===== config.mk =====
export PLATFORM = sky130hd
export DESIGN_NAME = kpn_add_process_flat
export DESIGN_NICKNAME = d
export VERILOG_FILES = /design/src/rtl/kpn_pkg.sv /design/src/rtl/kpn_add_process_if.sv /design/src/rtl/kpn_token_alu.sv /design/src/rtl/kpn_add_process.sv /design/src/flat_wrapper.sv
export SDC_FILE = /design/constraint.sdc
export NUM_CORES = 1
export LEC_CHECK = 0
export CELL_PAD_IN_SITES_DETAIL_PLACEMENT = 0
export CELL_PAD_IN_SITES_GLOBAL_PLACEMENT = 2
export CORE_AREA = 2 2 109 111
export CTS_BUF_LIST = sky130_fd_sc_hd__clkbuf_4 sky130_fd_sc_hd__clkbuf_8
export DETAILED_ROUTE_END_ITERATION = 10
export DIE_AREA = 0 0 111 113
export GPL_TIMING_DRIVEN = 0
export PLACE_DENSITY_LB_ADDON = 0.1
export SLEW_MARGIN = 25
export SYNTH_ARGS = -nofsm -noshare
export SYNTH_HDL_FRONTEND = slang
export SYNTH_HIERARCHICAL = 1
export SYNTH_SLANG_ARGS = --single-unit

===== constraint.sdc =====
create_clock -name clk -period 2.4 [get_ports clk]
set_input_delay 0.48 -clock clk [delete_from_list [all_inputs] [get_ports clk]]
set_output_delay 0.48 -clock clk [all_outputs]
set_load 0.01 [all_outputs]

===== src/rtl/kpn_pkg.sv =====
// Shared definitions for KPN process nodes: token/FIFO geometry and the
// common blocking-read / blocking-write state encoding.
package kpn_pkg;
    localparam int TOKEN_W = 16;
    localparam int FIFO_AW = 5;

    typedef enum logic [2:0] {
        IDLE     = 3'd0,
        READ     = 3'd1,
        CAPTURE  = 3'd2,
        WAIT_OUT = 3'd3,
        DONE     = 3'd4
    } kpn_state_t;
endpackage


===== src/rtl/kpn_add_process_if.sv =====
// FIFO-side signals of a two-input, one-output KPN process node.
import kpn_pkg::*;

// Handshake: the node raises rd_a/rd_b for one cycle only when the matching
// empty flag was low, and the FIFO answers with data the following cycle;
// the node raises wr_out for one cycle only after seeing full_out low, with
// data_out stable during that cycle.
interface kpn_add_process_if #(parameter int B = TOKEN_W);
    logic         empty_a;
    logic         empty_b;
    logic [B-1:0] data_a;
    logic [B-1:0] data_b;
    logic         rd_a;
    logic         rd_b;
    logic         full_out;
    logic         wr_out;
    logic [B-1:0] data_out;

    modport master (
        input  empty_a, empty_b, data_a, data_b, full_out,
        output rd_a, rd_b, wr_out, data_out
    );

    modport slave (
        output empty_a, empty_b, data_a, data_b, full_out,
        input  rd_a, rd_b, wr_out, data_out
    );
endinterface


===== src/rtl/kpn_token_alu.sv =====
// Combinational token operator: B-bit add that either wraps or saturates.
import kpn_pkg::*;

module kpn_token_alu #(
    parameter int B   = TOKEN_W,
    parameter int SAT = 0
) (
    input  logic [B-1:0] a,
    input  logic [B-1:0] b,
    output logic [B-1:0] y
);
    logic [B:0] sum;

    assign sum = {1'b0, a} + {1'b0, b};
    assign y   = ((SAT != 0) && sum[B]) ? {B{1'b1}} : sum[B-1:0];
endmodule


===== src/rtl/kpn_add_process.sv =====
// KPN adder node: blocking read of one token from each input FIFO, add,
// blocking write of the result. The state register is exported for debug.
import kpn_pkg::*;

module kpn_add_process #(
    parameter int B   = TOKEN_W,
    parameter int SAT = 0,
    parameter int CW  = 16
) (
    input  logic                  clk,
    input  logic                  reset,
    kpn_add_process_if.master     io,
    output logic                  busy,
    output logic [CW-1:0]         tokens_done,
    output kpn_state_t            state
);
    kpn_state_t    state_d;
    logic          rd_q, rd_d;
    logic          wr_q, wr_d;
    logic [B-1:0]  dout_q, dout_d;
    logic [B-1:0]  result_q, result_d;
    logic [CW-1:0] cnt_d;
    logic          busy_d;
    logic [B-1:0]  alu_y;

    kpn_token_alu #(.B(B), .SAT(SAT)) u_alu (
        .a (io.data_a),
        .b (io.data_b),
        .y (alu_y)
    );

    always_comb begin
        state_d  = state;
        rd_d     = 1'b0;
        wr_d     = 1'b0;
        dout_d   = dout_q;
        result_d = result_q;
        cnt_d    = tokens_done;
        case (state)
            IDLE: begin
                // Both inputs must be available; a lone token waits.
                if (!io.empty_a && !io.empty_b) begin
                    rd_d    = 1'b1;
                    state_d = READ;
                end
            end
            READ:    state_d = CAPTURE;
            CAPTURE: begin
                result_d = alu_y;
                state_d  = WAIT_OUT;
            end
            WAIT_OUT: begin
                if (!io.full_out) begin
                    wr_d    = 1'b1;
                    dout_d  = result_q;
                    state_d = DONE;
                end
            end
            DONE: begin
                cnt_d   = tokens_done + CW'(1);
                state_d = IDLE;
            end
            default: state_d = IDLE;
        endcase
        busy_d = (state_d != IDLE);
    end

    always_ff @(posedge clk) begin
        if (reset) begin
            state       <= IDLE;
            rd_q        <= 1'b0;
            wr_q        <= 1'b0;
            dout_q      <= '0;
            result_q    <= '0;
            tokens_done <= '0;
            busy        <= 1'b0;
        end else begin
            state       <= state_d;
            rd_q        <= rd_d;
            wr_q        <= wr_d;
            dout_q      <= dout_d;
            result_q    <= result_d;
            tokens_done <= cnt_d;
            busy        <= busy_d;
        end
    end

    assign io.rd_a     = rd_q;
    assign io.rd_b     = rd_q;
    assign io.wr_out   = wr_q;
    assign io.data_out = dout_q;
endmodule


===== src/flat_wrapper.sv =====
// flat-port wrapper written by rule: the top's interface ports become plain ports
module kpn_add_process_flat 
#(
    parameter int B   = TOKEN_W,
    parameter int SAT = 0,
    parameter int CW  = 16
)
  (clk, reset, busy, tokens_done, state, io_empty_a, io_empty_b, io_data_a, io_data_b, io_full_out, io_rd_a, io_rd_b, io_wr_out, io_data_out);
  kpn_add_process_if #(.B(B)) io_i ();
  input  logic clk;
  input  logic reset;
  output logic busy;
  output logic [CW-1:0] tokens_done;
  output kpn_state_t state;
  input wire logic [$bits(io_i.empty_a)-1:0] io_empty_a;
  input wire logic [$bits(io_i.empty_b)-1:0] io_empty_b;
  input wire logic [$bits(io_i.data_a)-1:0] io_data_a;
  input wire logic [$bits(io_i.data_b)-1:0] io_data_b;
  input wire logic [$bits(io_i.full_out)-1:0] io_full_out;
  output wire logic [$bits(io_i.rd_a)-1:0] io_rd_a;
  output wire logic [$bits(io_i.rd_b)-1:0] io_rd_b;
  output wire logic [$bits(io_i.wr_out)-1:0] io_wr_out;
  output wire logic [$bits(io_i.data_out)-1:0] io_data_out;
  assign io_i.empty_a = io_empty_a;
  assign io_i.empty_b = io_empty_b;
  assign io_i.data_a = io_data_a;
  assign io_i.data_b = io_data_b;
  assign io_i.full_out = io_full_out;
  assign io_rd_a = io_i.rd_a;
  assign io_rd_b = io_i.rd_b;
  assign io_wr_out = io_i.wr_out;
  assign io_data_out = io_i.data_out;
  kpn_add_process #(.B(B), .SAT(SAT), .CW(CW)) u_core (.clk(clk), .reset(reset), .io(io_i), .busy(busy), .tokens_done(tokens_done), .state(state));
endmodule

==> results of run 1 <==
metrics by stage:
step,total power (uW),cells,setup WS (ns)
3_3_place_gp,1330,566,-0.638
5_1_grt,2190,581,0.0128
6_report,2070,581,0.0844
3_5_place_dp,1330,566,-0.632
4_1_cts,2100,578,0.00312
2_1_floorplan,1190,349,0.0429
metal layers:
layer | wire (um) | GRT usage, %
met5 | 0 | 0
met4 | 104 | 4.00
met3 | 285 | 2.04
met2 | 3560 | 21.0
met1 | 3300 | 14.3
power by group through the flow:
stage | combinational [uW] | sequential (uW) | clock (uW)
after detailed placement | 370 | 961 | 0
after floorplan | 232 | 958 | 0
after global placement | 371 | 961 | 0
after global routing | 445 | 946 | 799
final | 399 | 939 | 735
after CTS | 393 | 940 | 765
registers in the layout (all words and copies together) (netlist names):
register / flops
u_core/busy: 1
u_core/result_q: 16
u_core/state: 3
u_core/io.data_out: 16
u_core/tokens_done: 16
u_core/io.wr_out: 1
u_core/io.rd_a: 1
critical path: stages:
cell and delay (ns):
dlygate4sd2_1 0.27, fa_2 0.40, a21o_4 0.24, a311oi_4 0.34, buf_4 0.18, nor3b_4 0.04
a211oi_2 0.23, xnor2_1 0.16, nand2_1 0.09, a21oi_2 0.13
timing repair:
item | CTS | global route
resized for setup | 14 | 14
pin swaps | 11 | 10
buffers inserted | 4 | 3
endpoints found under the setup margin | 4 | 3
hold endpoints to repair | 0 | 0
cells in the final DEF (no fill, tap or decap), drive strengths merged, types with 2 or more instances in the layout:
cell type,instances
clkdlybuf4s50,66
xor2,9
dlymetal6s2s,4
nor3,6
buf,11
clkbuf,19
dlygate4sd2,2
a21oi,53
a21o,3
and3,4
nand3,11
o211ai,3
mux2,2
o21ai,11
a311oi,2
nor2b,4
bufinv,2
nand2,80
inv,5
nand4,4
or2,3
nor4,2
xnor2,16
a31oi,2
dfxtp,54
nor2,23
o21bai,2
ha,16
area by class of cell:
class	count	area share, %
timing repair buffer	81	19.9
buffer	16	1.83
clock buffer	5	1.73
sequential	54	27.2
multi-input combinational	274	42.7
tap	143	4.50
inverter	5	0.472
clock inverter	3	1.73
logic make-up (layout without fill, tap and decap cells):
group	Yosys count	count (layout)	synth area share (%)
AO/OA/AOI/OAI	82	82	17.2
XOR/XNOR	25	25	7.86
buffers and inverters	21	110	3.28
adder cells (fa/ha/maj)	17	17	7.90
multiplexers	3	3	1.17
AND/OR/NAND/NOR	147	147	23.8
flip-flops	54	54	38.8
final timing paths:
kind	to	slack, ns
setup reg to reg	u_core/io.data_out[15]	0.46
hold / removal	u_core/io.data_out[8]	0.46
hold reg to reg	u_core/io.data_out[8]	0.46
setup / recovery	u_core/result_q[14]	0.08
==> flow_summary.yaml, run 1 <==
pwr:
  p_int_uw: 1540
  power_frac_seq_pct: 45.3
  p_sw_share_pct: 25.9
  power_density_nw_per_um2: 522
  p_leak_uw: 0.00142
  combPwrFrac_pct: 19.2
  peakVddDrop_v: 0.000231
  p_sw_uw: 537
  clkPwrFrac_pct: 35.4
setup_path:
  path_class: "input pin to flop"
  worst_r2r_startpoint: "u_core/state[0]"
  cp-end-kind: "flop"
  cp.required_ns: 2.65
  reg2reg_depth: 6
  crit_start: "io_data_a[1]"
  path_max_fanout: 3
  critPathLaunchType: "input pin"
  crit_arrival_ns: 2.56
clock_tree:
  clock_path_buffers: 2
  holdBufCountCts: 0
  cts.clk_slew.worst_paths_ns: 0.09
  clkSinkCount: 54
  htree_levels: 2
  cts_buffers: 5
  tritoncts: "yes"
  cts-root-buf: "clkbuf_8"
  insertion_delay_ns: 0.32
route:
  first_pass_iters: 4
  num_vias: 2579
  ant_nets: 0
  via_per_inst: 4.44
  post-route-drc-count: 0
  routed_wirelength_um: 7260
  routedWlPerCell_um: 12.5
  drt_iter0_drc: 83
global_route:
  grt_use_total_pct: 11.8
  grt_overflow_total: 0
  grt_start_max_net_pins: 18
  grt_pass1_vias: 2515
  grt_pass1_wl_um: 12200
  antenna_found_initial: 0
synthesis:
  synth_top_area_cell: "dfxtp_1"
  ys_warn_count: 6
  syn_area_um2: 2790
  yosysSeqAreaShare_pct: 38.8
  ys_types: 48
  synth-seq-cells: 54
  synth.area.top_cells: "dfxtp_1 (39%), nand2_1 (11%), a21oi_1 (9.5%)"
  async_reset_ff_share_pct: 0
  syn-num-nets: 403
  synthCells: 349
  synth_top_cell_area_share_pct: 38.8
  avgSynthCellArea_um2: 7.98
  synth_edf_count: 0
  yosysMostFrequentCell: "nand2_1"
  synth_common_cells: "nand2_1 (80), dfxtp_1 (54), a21oi_1 (53)"
  synthFlopType: "dfxtp_1"
cells_and_area:
  fin_area_um2: 3980
  nets: 491
  nFillCells: 1223
  register_area_um2: 1080
  multi_input_area_um2: 1700
  drive_above_1_share_pct: 9.59
  area.growth.synth_to_final_pct: 42.7
  antenna_cells: 0
  utilization_pct: 35.3
floorplan:
  core_um2: 11300
  start_util_pct: 24.7
  rows: 39
  dieArea_um2: 12500
  die-width_um: 111
  io_pins: 76
  die_h_um: 113
sta:
  fin_crit_ns: 2.32
  finalCritPeriodShare_pct: 96.5
  max_freq_mhz: 432
  drv_slew: 0
  setup_viol: 0
  maxSlewHeadroom_pct: 63.6
  hold_violations: 0
  finalClockSkew_ns: 0.0110
  fin_tns_setup_ns: 0
  tightestPinTransition_ns: 0.541
  timing.hold.ws_ns: 0.459
  rsz0062_at_grt: "false"
place:
  placed_area_um2: 3710
  place.gp.congestion: 0.684
  place_hpwl_um: 5780
  numPortBuffers: 74
min_path:
  hold_class: "flop to flop"
  whs_path_depth: 2
  min_from: "u_core/io.data_out[8]"
flow_run:
  drv_cap: 0
status:
  outcome: "finished clean"
Note: power is estimated with default switching activity, not from simulation.
==> inputs of run 2 (changes only) <==
--- a/config.mk
+++ b/config.mk
@@ -5,14 +5,16 @@
 export SDC_FILE = /design/constraint.sdc
 export NUM_CORES = 1
 export LEC_CHECK = 0
+export ABC_AREA = 1
 export CELL_PAD_IN_SITES_DETAIL_PLACEMENT = 0
 export CELL_PAD_IN_SITES_GLOBAL_PLACEMENT = 2
-export CORE_AREA = 2 2 109 111
+export CORE_AREA = 2 2 115 117
 export CTS_BUF_LIST = sky130_fd_sc_hd__clkbuf_4 sky130_fd_sc_hd__clkbuf_8
 export DETAILED_ROUTE_END_ITERATION = 10
-export DIE_AREA = 0 0 111 113
+export DIE_AREA = 0 0 117 119
 export GPL_TIMING_DRIVEN = 0
 export PLACE_DENSITY_LB_ADDON = 0.1
+export REMOVE_ABC_BUFFERS = 1
 export SLEW_MARGIN = 25
 export SYNTH_ARGS = -nofsm -noshare
 export SYNTH_HDL_FRONTEND = slang
==> run 2 against run 1 <==
Critical path type unchanged. Clock power fell by 33%. Register-to-register slack got worse by 0.03 ns. Critical endpoint unchanged. Clock-buffer cell count did not move. Synthesized area rose by 11%. Non-clock buffer count fell by 22.
==> flow_summary.yaml, run 2 <==
synthesis:
  synth_edf_count: 0
  synth_common_cells: "nand2_1 (103), nor2_1 (67), inv_1 (65)"
  synth_top_cell_area_share_pct: 35.1
  async_reset_ff_share_pct: 0
  synthCells: 457
  syn_area_um2: 3080
  avgSynthCellArea_um2: 6.74
  synth.area.top_cells: "dfxtp_1 (35%), nand2_1 (13%), nor2_1 (8.2%)"
  synthFlopType: "dfxtp_1"
  yosysMostFrequentCell: "nand2_1"
  ys_warn_count: 6
  synth_top_area_cell: "dfxtp_1"
  yosysSeqAreaShare_pct: 35.1
  synth-seq-cells: 54
  ys_types: 32
floorplan:
  start_util_pct: 23.9
  io_pins: 76
  dieArea_um2: 13900
  core_um2: 12900
  rows: 42
  die-width_um: 117
  die_h_um: 119
route:
  post-route-drc-count: 0
  routedWlPerCell_um: 11.0
  first_pass_iters: 6
  met1Wirelength_um: 3650
  ant_nets: 0
  met2_length_um: 3690
  top_layer: "met4"
  routed_wirelength_um: 7730
  wl_met3_um: 282
  drt_iter0_drc: 164
  num_vias: 2862
  via_per_inst: 4.07
sta:
  drv_slew: 0
  hold_violations: 0
  timing.hold.ws_ns: 0.457
  finalClockSkew_ns: 0.00693
  finalCritPeriodShare_pct: 86.6
  fin_crit_ns: 2.08
  rsz0062_at_grt: "false"
  setup_viol: 0
  max_freq_mhz: 481
  tightestPinTransition_ns: 0.639
  maxSlewHeadroom_pct: 57.4
setup_path:
  cp.required_ns: 2.61
  cp-end-kind: "flop"
  critPathLaunchType: "input pin"
  path_max_fanout: 3
  path_class: "input pin to flop"
  crit_arrival_ns: 2.28
min_path:
  hold_class: "flop to flop"
cells_and_area:
  final_cell_mix: "nand2_1 (103), clkdlybuf4s50_1 (75), nor2_1 (67)"
  fin_area_um2: 4060
  area.growth.synth_to_final_pct: 31.8
  drive_above_1_share_pct: 6.44
  final_cells: 704
  antenna_cells: 0
  nets: 582
  layout_commonest_cell: "nand2_1"
place:
  numPortBuffers: 75
  post-place-cells: 697
  place_hpwl_um: 6020
  place.gp.congestion: 0.717
  placed_area_um2: 3980
global_route:
  antenna_found_initial: 0
  grt_pass1_vias: 2757
  grt_overflow_total: 0
  grt_use_total_pct: 11.7
  grt_pass1_wl_um: 13000
  grt_start_max_net_pins: 44
clock_tree:
  holdBufCountCts: 0
  cts-root-buf: "clkbuf_8"
  post_cts_resized: 0
  insertion_delay_ns: 0.31
  cts_buffers: 5
  htree_levels: 2
  clkSinkCount: 54
  tritoncts: "yes"
  cts.clk_slew.worst_paths_ns: 0.09
  clock_path_buffers: 2
  cts_setup_buffers: 0
flow_run:
  drv_cap: 0
pwr:
  power_density_nw_per_um2: 515
  peakVddDrop_v: 0.000177
  p_leak_uw: 0.00179
  p_total_uw: 2090
status:
  outcome: "finished clean"
==> run 2: area by class of cell <==
cell class / count / area, um2
Clock buffer: 5 / 68.8
Clock inverter: 2 / 10.0
Fill cell: 1464 / 8810
Inverter: 70 / 265
Multi-Input combinational cell: 322 / 1670
Sequential cell: 54 / 1080
Tap cell: 176 / 220
Timing Repair Buffer: 75 / 751
==> run 2: critical path: stages <==
cell	delay, ns
clkdlybuf4s50_1	0.40
ha_1	0.23
fa_1	0.42
nand2_1	0.09
nand2_1	0.07
nand3b_1	0.09
nand2_2	0.08
nand2_1	0.09
nand2_1	0.06
nand2_1	0.06
nand2_1	0.06
nor2_1	0.10
nor2_1	0.05
==> run 2: report_power, final <==
part / internal [uW] / total (uW) / switching [uW]
registers: 978 / 1020 / 44.9
clock network: 197 / 496 / 299
logic: 252 / 575 / 322
total: 1430 / 2090 / 667
==> run 2: logic make-up (layout without fill, tap and decap cells) <==
kind of cell	Yosys count	count (layout)	share of synthesized area (%)
xor+xnor	10	10	2.84
buf+inv	81	152	10.8
simple gates	219	219	31.4
compound gates	76	76	12.7
fa+ha+maj	17	17	7.15
flops	54	54	35.1
==> run 2: worst paths after layout <==
path	cells after the start	slack, ns	to	startpoint
min	2	0.46	u_core/io.data_out[6]	u_core/result_q[6]
max	13	0.32	u_core/result_q[14]	io_data_a[0]
max reg2reg	4	0.43	u_core/io.data_out[2]	u_core/state[0]
min reg2reg	2	0.46	u_core/io.data_out[6]	u_core/result_q[6]
==> run 2: routing by layer <==
layer / vias to the layer above / track usage (%)
met5: - / 0
met4: 0 / 3.53
met3: 5 / 1.83
met2: 53 / 20.4
met1: 1235 / 14.5
li1: 1569 / -
==> run 2: metrics by stage <==
step           setup WS [ns]  util, %  TNS (ns)
3_3_place_gp          -0.245     30.9     -7.07
3_5_place_dp         -0.0407     30.9   -0.0477
2_1_floorplan          0.581        -         0
4_1_cts                0.300     31.5         0
5_1_grt                0.117     31.5         0
6_report               0.322     31.5         0
